--- config.mk ---
export PLATFORM = sky130hd
export DESIGN_NAME = router_1xn
export DESIGN_NICKNAME = d
export VERILOG_FILES = /design/src/rtl/router_1xn.sv
export SDC_FILE = /design/constraint.sdc
export NUM_CORES = 1
export LEC_CHECK = 0
export BUFFER_PORTS_ARGS = -buffer_cell sky130_fd_sc_hd__buf_2
export CORE_MARGIN = 1
export CORE_UTILIZATION = 45
export CTS_CLUSTER_SIZE = 28
export DETAILED_ROUTE_END_ITERATION = 8
export SYNTH_ARGS = -nofsm -noshare
export SYNTH_HDL_FRONTEND = slang
export SYNTH_SLANG_ARGS = --single-unit
--- constraint.sdc ---
create_clock -name i_clock -period 3.7 [get_ports i_clock]
set_input_delay 0.74 -clock i_clock [delete_from_list [all_inputs] [get_ports i_clock]]
set_output_delay 0.74 -clock i_clock [all_outputs]
set_load 0.01 [all_outputs]
--- src/rtl/router_1xn.sv ---
// router_1xn: byte-serial packet router, one input port to NUM_CH buffered outputs.
// Packets are header (dest + LEN), LEN payload words and an XOR parity word; every
// word of a routed packet lands in the destination FIFO. Stale channels are flushed
// after TIMEOUT unread cycles.
module router_1xn #(
  parameter int unsigned DATA_W  = 8,
  parameter int unsigned NUM_CH  = 3,
  parameter int unsigned DEPTH   = 16,
  parameter int unsigned TIMEOUT = 30
) (
  input  logic                     i_clock,
  input  logic                     i_reset,
  input  logic [DATA_W-1:0]        i_data_in,
  input  logic                     i_pkt_valid,
  output logic                     o_busy,
  input  logic [NUM_CH-1:0]        i_read_enb,
  output logic [NUM_CH*DATA_W-1:0] o_data_out,
  output logic [NUM_CH-1:0]        o_vld_out,
  output logic                     o_err,
  output logic                     o_drop_pkt,
  output logic [NUM_CH-1:0]        o_soft_rst
);

  localparam int unsigned ADDR_W   = $clog2(NUM_CH);
  localparam int unsigned LEN_W    = DATA_W - ADDR_W;
  localparam int unsigned NUM_SLOT = 1 << ADDR_W;
  localparam int unsigned PTR_W    = $clog2(DEPTH);
  localparam int unsigned CNT_W    = PTR_W + 1;
  localparam int unsigned TO_W     = $clog2(TIMEOUT + 1);

  typedef enum logic [1:0] {StIdle, StPayload, StParity, StDrop} state_e;

  state_e            r_state, w_state_d;
  logic [ADDR_W-1:0] r_cur, w_cur_d;
  logic [LEN_W-1:0]  r_remain, w_remain_d;
  logic [DATA_W-1:0] r_par;
  logic              r_err;
  logic              r_drop_pkt;
  logic [NUM_CH-1:0] r_soft_rst;

  logic [DATA_W-1:0] r_mem   [NUM_CH][DEPTH];
  logic [PTR_W-1:0]  r_wptr  [NUM_CH];
  logic [PTR_W-1:0]  r_rptr  [NUM_CH];
  logic [CNT_W-1:0]  r_count [NUM_CH];
  logic [TO_W-1:0]   r_tcnt  [NUM_CH];

  logic [ADDR_W-1:0]   w_dest;
  logic [LEN_W-1:0]    w_len;
  logic                w_dest_ok;
  // Padded to a power of two so a decoded out-of-range dest indexes safely.
  logic [NUM_SLOT-1:0] w_full_ext;
  logic [NUM_SLOT-1:0] w_flush_ext;
  logic                w_flush_cur;
  logic                w_accept;
  logic [NUM_CH-1:0]   w_push;
  logic [NUM_CH-1:0]   w_pop;

  assign w_dest      = i_data_in[ADDR_W-1:0];
  assign w_len       = i_data_in[DATA_W-1:ADDR_W];
  assign w_dest_ok   = 32'(w_dest) < NUM_CH;
  assign w_flush_cur = w_flush_ext[r_cur];
  assign w_accept    = i_pkt_valid && !o_busy;
  assign w_pop       = i_read_enb & o_vld_out;
  assign o_err       = r_err;
  assign o_drop_pkt  = r_drop_pkt;
  assign o_soft_rst  = r_soft_rst;

  // Per-channel status: full flags, timeout flush requests, head word and valid.
  always_comb begin
    w_full_ext  = '0;
    w_flush_ext = '0;
    o_vld_out   = '0;
    o_data_out  = '0;
    for (int k = 0; k < NUM_CH; k++) begin
      w_full_ext[k]  = r_count[k] == CNT_W'(DEPTH);
      w_flush_ext[k] = r_tcnt[k] == TO_W'(TIMEOUT);
      o_vld_out[k]   = r_count[k] != '0;
      o_data_out[k*DATA_W +: DATA_W] = o_vld_out[k] ? r_mem[k][r_rptr[k]] : '0;
    end
  end

  // FSM state register.
  always_ff @(posedge i_clock) begin
    if (i_reset) begin
      r_state  <= StIdle;
      r_cur    <= '0;
      r_remain <= '0;
    end else begin
      r_state  <= w_state_d;
      r_cur    <= w_cur_d;
      r_remain <= w_remain_d;
    end
  end

  // FSM next state. r_remain counts payload words left (PAYLOAD) or words to discard
  // minus one (DROP). A flush of the current channel turns the rest into a drop.
  always_comb begin
    w_state_d  = r_state;
    w_cur_d    = r_cur;
    w_remain_d = r_remain;
    unique case (r_state)
      StIdle: begin
        if (w_accept) begin
          w_cur_d    = w_dest;
          w_remain_d = w_len;
          if (!w_dest_ok || w_flush_ext[w_dest]) w_state_d = StDrop;
          else if (w_len != '0)                  w_state_d = StPayload;
          else                                   w_state_d = StParity;
        end
      end
      StPayload: begin
        if (w_flush_cur) begin
          w_state_d  = StDrop;
          w_remain_d = w_accept ? r_remain - LEN_W'(1) : r_remain;
        end else if (w_accept) begin
          w_remain_d = r_remain - LEN_W'(1);
          if (r_remain == LEN_W'(1)) w_state_d = StParity;
        end
      end
      StParity: begin
        if (w_accept) begin
          w_state_d = StIdle;
        end else if (w_flush_cur) begin
          w_state_d  = StDrop;
          w_remain_d = '0;
        end
      end
      StDrop: begin
        if (w_accept) begin
          if (r_remain == '0) w_state_d = StIdle;
          else                w_remain_d = r_remain - LEN_W'(1);
        end
      end
      default: w_state_d = StIdle;
    endcase
  end

  // FSM outputs: backpressure and FIFO write decode (a flush discards the write).
  always_comb begin
    o_busy = 1'b0;
    w_push = '0;
    unique case (r_state)
      StIdle:              o_busy = w_dest_ok && w_full_ext[w_dest];
      StPayload, StParity: o_busy = w_full_ext[r_cur];
      default:             o_busy = 1'b0;
    endcase
    for (int k = 0; k < NUM_CH; k++) begin
      w_push[k] = w_accept && !w_flush_ext[k] &&
                  ((r_state == StIdle && w_dest_ok && w_dest == ADDR_W'(k)) ||
                   ((r_state == StPayload || r_state == StParity) && r_cur == ADDR_W'(k)));
    end
  end

  // Running parity, error flag and drop pulse.
  always_ff @(posedge i_clock) begin
    if (i_reset) begin
      r_par      <= '0;
      r_err      <= 1'b0;
      r_drop_pkt <= 1'b0;
    end else begin
      r_drop_pkt <= w_accept && r_state == StIdle && !w_dest_ok;
      if (w_accept) begin
        if (r_state == StIdle) begin
          r_par <= i_data_in;
          r_err <= 1'b0;
        end else if (r_state == StPayload) begin
          r_par <= r_par ^ i_data_in;
        end else if (r_state == StParity && !w_flush_cur) begin
          r_err <= r_par != i_data_in;
        end
      end
    end
  end

  // FIFO pointers, occupancy and timeout counters; flush overrides everything.
  always_ff @(posedge i_clock) begin
    if (i_reset) begin
      r_soft_rst <= '0;
      for (int k = 0; k < NUM_CH; k++) begin
        r_wptr[k]  <= '0;
        r_rptr[k]  <= '0;
        r_count[k] <= '0;
        r_tcnt[k]  <= '0;
      end
    end else begin
      r_soft_rst <= w_flush_ext[NUM_CH-1:0];
      for (int k = 0; k < NUM_CH; k++) begin
        if (w_flush_ext[k]) begin
          r_wptr[k]  <= '0;
          r_rptr[k]  <= '0;
          r_count[k] <= '0;
          r_tcnt[k]  <= '0;
        end else begin
          if (w_push[k]) r_wptr[k] <= r_wptr[k] + PTR_W'(1);
          if (w_pop[k])  r_rptr[k] <= r_rptr[k] + PTR_W'(1);
          if (w_push[k] && !w_pop[k])      r_count[k] <= r_count[k] + CNT_W'(1);
          else if (!w_push[k] && w_pop[k]) r_count[k] <= r_count[k] - CNT_W'(1);
          if (w_pop[k] || !o_vld_out[k]) r_tcnt[k] <= '0;
          else                           r_tcnt[k] <= r_tcnt[k] + TO_W'(1);
        end
      end
    end
  end

  // FIFO storage, left unreset; the head is masked while the channel is empty.
  always_ff @(posedge i_clock) begin
    for (int k = 0; k < NUM_CH; k++) begin
      if (w_push[k]) r_mem[k][r_wptr[k]] <= i_data_in;
    end
  end

endmodule

-- Yosys cells after proc, flatten, opt, wreduce, memory -nomap -nowiden
Memories as Yosys holds them, arrays and structs flattened.
Index checks and enable logic that the tools add are counted.
W data, S select, Z words.
- flip-flop bits (word level): 23
- bits in writable memories: 438
- input bits: 14
- output and inout bits: 33
- word-level logic and storage cells: 347
- memories: 5
- memory list (memory ; depth ; width ; rd ports ; clocked after memory_dff ; write ports ; line ; source):
    r_mem ; 3 ; 128 ; 3 ; 0 ; 1 ; 41 ; logic [DATA_W-1:0] r_mem [NUM_CH][DEPTH];
    r_count ; 3 ; 5 ; 3 ; 0 ; 3 ; 44 ; logic [CNT_W-1:0] r_count [NUM_CH];
    r_tcnt ; 3 ; 5 ; 3 ; 0 ; 3 ; 45 ; logic [TO_W-1:0] r_tcnt [NUM_CH];
    r_rptr ; 3 ; 4 ; 3 ; 0 ; 3 ; 43 ; logic [PTR_W-1:0] r_rptr [NUM_CH];
    r_wptr ; 3 ; 4 ; 3 ; 0 ; 3 ; 42 ; logic [PTR_W-1:0] r_wptr [NUM_CH];
- $add $sub $neg: 16
- magnitude comparators: 12
- equal/unequal tests: 26
- muxes and demuxes: 175
- bitwise gates (word level): 38
- reductions and logical operators: 68
- operators with widths (operator ; count):
    $mux W128 ; 7
    $reduce_or A128 Y1 ; 2
    $mux W8 ; 14
    $bmux W8 S4 ; 3
    $demux W8 S4 ; 3
    $mux W1 ; 93
    $mux W5 ; 18
    $mux W4 ; 12
    $mux W6 ; 6
    $add A5 B1 Y5 const B ; 6
    $eq A5 B5 Y1 const B ; 6
    $ge A5 B5 Y1 const B ; 6
    $not A4 Y5 ; 6
    $or A1 B1 Y1 ; 30
    $logic_and A1 B1 Y1 ; 27
    $add A4 B1 Y4 const B ; 6
    $mux W2 ; 12
    $pmux W6 S4 ; 1
    $ne A2 B2 Y1 const B ; 8
    $logic_not A1 Y1 ; 15
    $lt A5 B1 Y1 const B ; 3
    $reduce_bool A5 Y1 ; 3
    $sub A5 B1 Y5 const B ; 3
    $reduce_and A6 Y1 ; 2
    other kinds (21) ; 43

-- Logic depth before layout (Yosys ltp)
Gate-level depths: netlist of run 1.
An unclocked memory read counts as a cell.
- word-level depth: 18
- depth in mapped cells: 13
- mapped depth without buffers: 13

-- Least setup slack after synthesis of run 1
Ideal clock, no wire load.
- kind: input-to-reg
- from: in i_data_in[0]
- to: mem r_count[2][4] in the netlist's numbering, data pin
- setup time: 0.146 ns
- data arrival time: 3.272 ns
- required time: 3.554 ns
- slack: 0.282 ns
- stages: 12
- buffers on the path: 1
- cell sequence: buf_2 and3b_1 a32oi_2 a32oi_4 nor2_2 nor2_1 fa_1 a21o_1 a21oi_1 xnor2_1 or3_1 a21oi_1
- RTL lines (item ; line ; source):
    start: declaration ; 13 ; input logic [DATA_W-1:0] i_data_in,
    end: declaration ; 44 ;

==> results of run 1 <==
-- sequential cells by signal, indices dropped and copies added, names as in the netlist --
register / cells
o_drop_pkt: 1
o_err: 1
o_soft_rst: 3
r_count: 15
r_cur: 2
r_mem: 384
r_par: 8
r_remain: 6
r_rptr: 12
r_state: 2
r_tcnt: 15
r_wptr: 12
-- metal layers --
metal | part of all wire [%] | routed length (µm) | global-route usage (%)
met5 | 0 | 0 | 0
met3 | 4.2 | 1793 | 3.086
met4 | 1.8 | 754 | 5.172
met2 | 48 | 20420 | 31.48
met1 | 46 | 19260 | 28.15
-- metrics by stage --
step                      std cells  setup slack [ns]  cell area (µm²)
final                          1894            0.2014            22690
after global routing           1892           0.06540            22690
after CTS                      1892            0.1410            22690
after detailed placement       1804            0.3136            21130
after global placement         1804            0.3233            21130
after floorplan                1155            0.2820            19840
-- Yosys cell counts (3+ instances only) --
| cell type | count | area, µm² |
|---|---|---|
| a31oi_1 | 7 | 43.79 |
| clkbuf_1 | 34 | 127.6 |
| nand4_1 | 6 | 37.54 |
| a21oi_1 | 25 | 125.1 |
| xnor2_1 | 22 | 192.7 |
| o21ai_1 | 4 | 20.02 |
| nand2_1 | 52 | 195.2 |
| or3_1 | 3 | 18.77 |
| o21ai_0 | 18 | 90.09 |
| a221oi_1 | 4 | 35.03 |
| dfxtp_1 | 23 | 460.4 |
| nor3b_1 | 3 | 22.52 |
| and2_1 | 25 | 156.4 |
| and3b_1 | 3 | 26.28 |
| edfxtp_1 | 438 | 13150 |
| nor2_1 | 103 | 386.6 |
| buf_2 | 13 | 65.06 |
| nand3_1 | 30 | 150.1 |
| o31ai_2 | 8 | 100.1 |
| mux2i_1 | 6 | 60.06 |
| xor2_1 | 14 | 122.6 |
| nor4_1 | 3 | 18.77 |
| buf_1 | 6 | 22.52 |
| a22oi_1 | 4 | 30.03 |
| and3_1 | 7 | 43.79 |
| nor2b_1 | 4 | 25.02 |
| mux4_2 | 120 | 2703 |
| or2_2 | 3 | 18.77 |
| o31ai_1 | 4 | 30.03 |
| inv_1 | 27 | 101.4 |
| nor3_1 | 23 | 115.1 |
| nand2b_1 | 12 | 75.07 |
| ha_1 | 37 | 462.9 |
| buf_6 | 3 | 33.78 |
-- worst max-delay path by stage --
stage | slack (ns) | endpoint | from | depth (start not counted)
5_1_grt | 0.07 | o_data_out[21] | r_rptr[2][0]$_SDFFCE_PN0P_ | 5
3_3_place_gp | 0.32 | r_count[2][4]$_SDFFCE_PN0P_ | i_data_in[0] | 12
6_report | 0.20 | o_data_out[21] | r_rptr[2][0]$_SDFFCE_PN0P_ | 5
3_5_place_dp | 0.31 | r_count[2][4]$_SDFFCE_PN0P_ | i_data_in[0] | 12
4_1_cts | 0.14 | o_data_out[21] | r_rptr[2][0]$_SDFFCE_PN0P_ | 5
2_1_floorplan | 0.28 | r_count[2][4]$_SDFFCE_PN0P_ | i_data_in[0] | 12
-- cell families after synthesis --
logic type / count (synthesis) / share of synthesized area [%]
xor gates and xnor gates: 36 / 1.593
buffers and inverters: 83 / 1.770
DFF: 461 / 68.80
and+or+nand+nor: 292 / 7.379
adders and majority gates: 38 / 2.441
muxes: 128 / 14.08
AOI/OAI and AO/OA: 102 / 3.927
other: 1 / 0.01895
-- critical path, stage by stage, from the launching register on --
cell      delay (ns)
edfxtp_1        0.35
buf_4           0.42
mux4_2          0.58
mux4_2          0.51
and2_1          0.18
buf_2           0.13
-- final cells by class --
| cell class | instances | area, µm² | area share (%) |
|---|---|---|---|
| Antenna cell | 2 | 5.005 | 0.02205 |
| Clock buffer | 58 | 1260 | 5.552 |
| Timing Repair Buffer | 120 | 810.8 | 3.573 |
| Clock inverter | 30 | 294.0 | 1.296 |
| Sequential cell | 461 | 13610 | 59.99 |
| Inverter | 27 | 101.3 | 0.4466 |
| Tap cell | 585 | 732.0 | 3.225 |
| Multi-Input combinational cell | 611 | 5877 | 25.90 |
-- power by group through the flow --
stage	clock [W]	sequential, W	combinational, W
global route	0.00509	0.00630	0.00279
finish	0.00479	0.00626	0.00254
floorplan	0	0.00624	0.00187
detailed placement	0	0.00637	0.00256
CTS	0.00490	0.00626	0.00257
global placement	0	0.00636	0.00253
==> metrics, run 1 <==
Arr. time, crit path ~2.8 ns; TritonRoute pass-1 iters 5; post-route antenna net violation count 0; reg2reg end r_count[2][4]$_SDFFCE_PN0P_; core area between 40,000 and 50,000 µm²; first-pass GRT wire length 64,730 µm; HP Class flop to flop; via count around 10,000; HP Start r_remain[5]$_SDFFE_PP0P_; worst r2r src r_state[1]$_SDFFE_PP0P_; Clock Skews 0.02118 ns; CTS clk-pin slew, worst paths 0.06 ns; final hold vios 0; Slew Limit Fails 0; most common cell after layout, fill and taps aside edfxtp_1; RSZ-0062 raised after global routing false; initial antenna violation count 3; register area share after synthesis 68.80%; Post-CTS Setup Bufs 0; Synth warnings 0; FP Rows 76; number of synthesized flops with an enable pin roughly 440; WHS Path Cells 2; DIE WIDTH 211.7 µm; r2r setup slk about 0.32 ns; commonest cells after routing, fill and taps aside edfxtp_1, mux4_2, nor2_1; R2R cell count 13; vias per inst 5.536; Clock power frac around a third; kind of critical path flop to primary output; P&R area growth vs syn 14.68%; Avg Inst Size Synth 17.34 µm²; final setup vio count 0; minimum clock period around 3.5 ns; worst slew pin tran 0.8082 ns; TritonCTS Sinks between 400 and 500; Mapped Cells 1,141; combinational power share a little under a fifth; ys async rst share 0%; Hold EP r_remain[5]$_SDFFE_PP0P_; largest net degree at the start of global routing 56; sw frac 26.71%; Resize count post-CTS 0; Tcrit/Tclk final between 90% and 100%; Setup TNS 0 ns; Post-Route WL 42,230 µm; Initial Util 45.73%; pwr/cell area 599.2 nW/µm²; final core utilization between 50 and 60%; CP Launch Type flop; hold-fix buffers at CTS 0; Clock Latency Late Sink 0.57 ns; Global Route Usage Sum between 10% and 20%; HPWL Detailed 26,740 µm; I/O Buffers 46; P_int 0.009965 W; routability congestion estimate around 0.80; Root Buffer clkbuf_16; DR WL/cell 22.30 µm; Psw around 0.0036 W; Filler cells 3,490; Die H 211.7 µm; Mapped Area 19,790 µm²; IO Count 47; CTS tree yes; Final #Nets 1,321; CP max FO 22; layout cells sized above 1 25.48%; CTS H-tree lvls 2; status complete, no violations; Fin Hold WS 0.4859 ns; Flop pwr share 46.0%; Slew HR 45.55%; Power Total 0.01360 W; GRT overflow 0; Max Cap Viol 0; drc violations 0; Synth cell types 74; leakage power around 7.6 nW; Max clock buf depth 3; main flop type after synthesis edfxtp_1; Peak VDD IR 0.3992 mV; Fmax 285.8 MHz; CTS buffer count 48; die area approximately 45,000 µm²; drt initial violations ~770; CP required about 3.0 ns; vias in the first global route 10,440; Crit. End Element primary output; Synth Register Bits 461
No activity file was read; power rests on OpenSTA's default activity.
==> inputs of run 2 (changes only) <==
--- a/config.mk
+++ b/config.mk
@@ -5,11 +5,11 @@
 export SDC_FILE = /design/constraint.sdc
 export NUM_CORES = 1
 export LEC_CHECK = 0
-export BUFFER_PORTS_ARGS = -buffer_cell sky130_fd_sc_hd__buf_2
 export CORE_MARGIN = 1
 export CORE_UTILIZATION = 45
 export CTS_CLUSTER_SIZE = 28
 export DETAILED_ROUTE_END_ITERATION = 8
+export DONT_BUFFER_PORTS = 1
 export SYNTH_ARGS = -nofsm -noshare
 export SYNTH_HDL_FRONTEND = slang
 export SYNTH_SLANG_ARGS = --single-unit
==> metrics, run 2 (same netlist as run 1, synthesis figures left out) <==
Filler cells 3,522 (+0.92%); r2r setup slk 0.31 ns (about the same); initial antenna violation count 0 (-3); met2 GRT Util 29.57% (-1.9 points); number of flip-flops in the largest register 384 (unchanged); IO Count 47 (unchanged); Post-Route WL 40,670 µm (-3.7%); met3 Usage GRT 3.471% (+0.39 points); final hold vios 0 (unchanged); I/O Buffers 0 (-100%); most frequent CP cell mux4_2; core area 43,270 µm² (unchanged); Post-CTS Setup Bufs 0 (unchanged); Slew HR 49.81% (+4.3 points); DR WL/cell 22.13 µm (-0.77%); minimum clock period 3.492 ns (-0.006988 ns); CP Launch Point r_rptr[1][0]$_SDFFCE_PN0P_; via count 10,180 (-2.9%); Worst Path Buf+Inv 1 (-1); kind of critical path flop to primary output; commonest cells after routing, fill and taps aside edfxtp_1, mux4_2, nor2_1; pwr/cell area 604.1 nW/µm² (+0.82%); Placement Setup Slack 0.3781 ns (+0.06443 ns); final setup vio count 0 (unchanged); P&R area growth vs syn 13.53%; M1 GR Usage 26.86% (-1.3 points); drt initial violations 751 (-2.6%); cell chain of the critical path buf_4 > mux4_2 > mux4_2 > and2_1; TritonCTS Sinks 461 (unchanged); R2R cell count 13 (unchanged); Slew Limit Fails 0 (unchanged); CP required 2.96 ns (about the same); hold-fix buffers at CTS 0 (unchanged); CTS buffer count 49 (+2.1%); Flop pwr share 46.1% (about the same); Most Crowded Layer GR met2; Max clock buf depth 3 (unchanged); HP Start i_reset; crit path to o_data_out[13]; TritonRoute pass-1 iters 4 (-1); Arr. time, crit path 2.75 ns (about the same); Setup TNS 0 ns (unchanged); Max Cap Viol 0 (unchanged); antenna cells 0 (-2); largest net degree at the start of global routing 59 (+5.4%); RSZ-0062 raised after global routing false; vias in the first global route 10,330 (-1.1%); Clock Skews 0.01998 ns (-0.001198 ns); Crit. End Element primary output; Resize count post-CTS 0 (unchanged); die area 44,810 µm² (unchanged); Root Buffer clkbuf_16; Tcrit/Tclk final 94.37% (-0.19 points); Top delay family on crit path multiplexers; Final #Nets 1,265 (-4.2%); final setup margin 0.2084 ns (+0.006988 ns); HPWL Detailed 24,520 µm (-8.3%); status complete, no violations; CP max FO 26 (+18%); first-pass GRT wire length 62,800 µm (-3.0%); sw frac 26.06% (-0.66 points); Global Route Usage Sum 18.81% (-0.84 points); FP Rows 76 (unchanged); reg2reg end r_count[2][4]$_SDFFCE_PN0P_; Clock power frac 37.0% (+1.7 points); combinational power share 16.9% (-1.8 points); most common cell after layout, fill and taps aside edfxtp_1; Initial Util 45.73% (unchanged); drc violations 0 (unchanged); worst slew pin tran 0.7449 ns (-0.06327 ns); Die H 211.7 µm (unchanged); DIE WIDTH 211.7 µm (unchanged); leakage power 7.363 nW (-2.7%); Crit path depth 4 (-1); worst stage delay on the critical path 0.63 ns (+0.05 ns); layout cells sized above 1 22.19% (-3.3 points); HP Class input port to flop; Worst path slowest cell mux4_2; GRT overflow 0 (unchanged); P_int 0.01003 W (+0.70%); Peak VDD IR 0.3360 mV (-16%); Clock Latency Late Sink 0.59 ns (+0.02 ns); CTS H-tree lvls 2 (unchanged); Psw 0.003536 W (-2.6%); post-route antenna net violation count 0 (unchanged); CTS tree yes; routability congestion estimate 0.7624 (-4.1%); vias per inst 5.539 (about the same); WHS Path Cells 1 (-1); CP Launch Type flop; CTS clk-pin slew, worst paths 0.06 ns (about the same); Fmax 286.4 MHz (+0.20%); worst r2r src r_state[1]$_SDFFE_PP0P_
## run 2: cell type report
cell class / count / area (µm²) / share of cell area, %
Sequential cell: 461 / 13610 / 60.60
Multi-Input combinational cell: 611 / 5877 / 26.16
Tap cell: 585 / 732.0 / 3.258
Inverter: 27 / 101.3 / 0.4511
Clock inverter: 29 / 369.1 / 1.643
Clock buffer: 62 / 1275 / 5.675
Timing Repair Buffer: 63 / 498.0 / 2.217
## run 2: per-stage QoR
stage	cells	util, %	instance area, µm²	hold slack, ns	power [W]
floorplan	1155	-	19840	0.4443	0.008108
global placement	1747	48.12	20820	0.4450	0.008646
detailed placement	1747	48.12	20820	0.4655	0.008679
CTS	1838	51.92	22470	0.1862	0.01372
global route	1838	51.92	22470	0.2018	0.01413
finish	1838	51.92	22470	0.2243	0.01357
## run 2: power by group through the flow
stage | clock network (W) | registers, W | logic, W
2_1_floorplan | 0 | 0.00624 | 0.00187
3_3_place_gp | 0 | 0.00636 | 0.00229
3_5_place_dp | 0 | 0.00637 | 0.00231
4_1_cts | 0.00514 | 0.00626 | 0.00232
5_1_grt | 0.00530 | 0.00630 | 0.00253
6_report | 0.00502 | 0.00626 | 0.00229
## run 2: how the worst min path moves through the flow
stage	end
3_3_place_gp	r_remain[5]$_SDFFE_PP0P_
2_1_floorplan	r_remain[5]$_SDFFE_PP0P_
5_1_grt	r_par[6]$_SDFFE_PP0P_
4_1_cts	r_par[6]$_SDFFE_PP0P_
6_report	r_par[7]$_SDFFE_PP0P_
3_5_place_dp	r_remain[5]$_SDFFE_PP0P_
## run 2: layer usage
layer / up-vias / wire length (µm)
met5: - / 0
met4: 0 / 706
met3: 52 / 2000
met2: 212 / 19340
met1: 5273 / 18620
li1: 4643 / -
## run 2: worst reg2reg max path: stages, from the launching register on
cell and delay (ns):
dfxtp_1 0.42, inv_1 0.09, ha_1 0.33, nor3b_2 0.21, a221oi_4 0.40, a32oi_4 0.16
nor2_2 0.16, nor2_1 0.11, fa_1 0.42, a21o_1 0.20, a21oi_1 0.17, xnor2_1 0.09
or3_1 0.31, a21oi_1 0.15
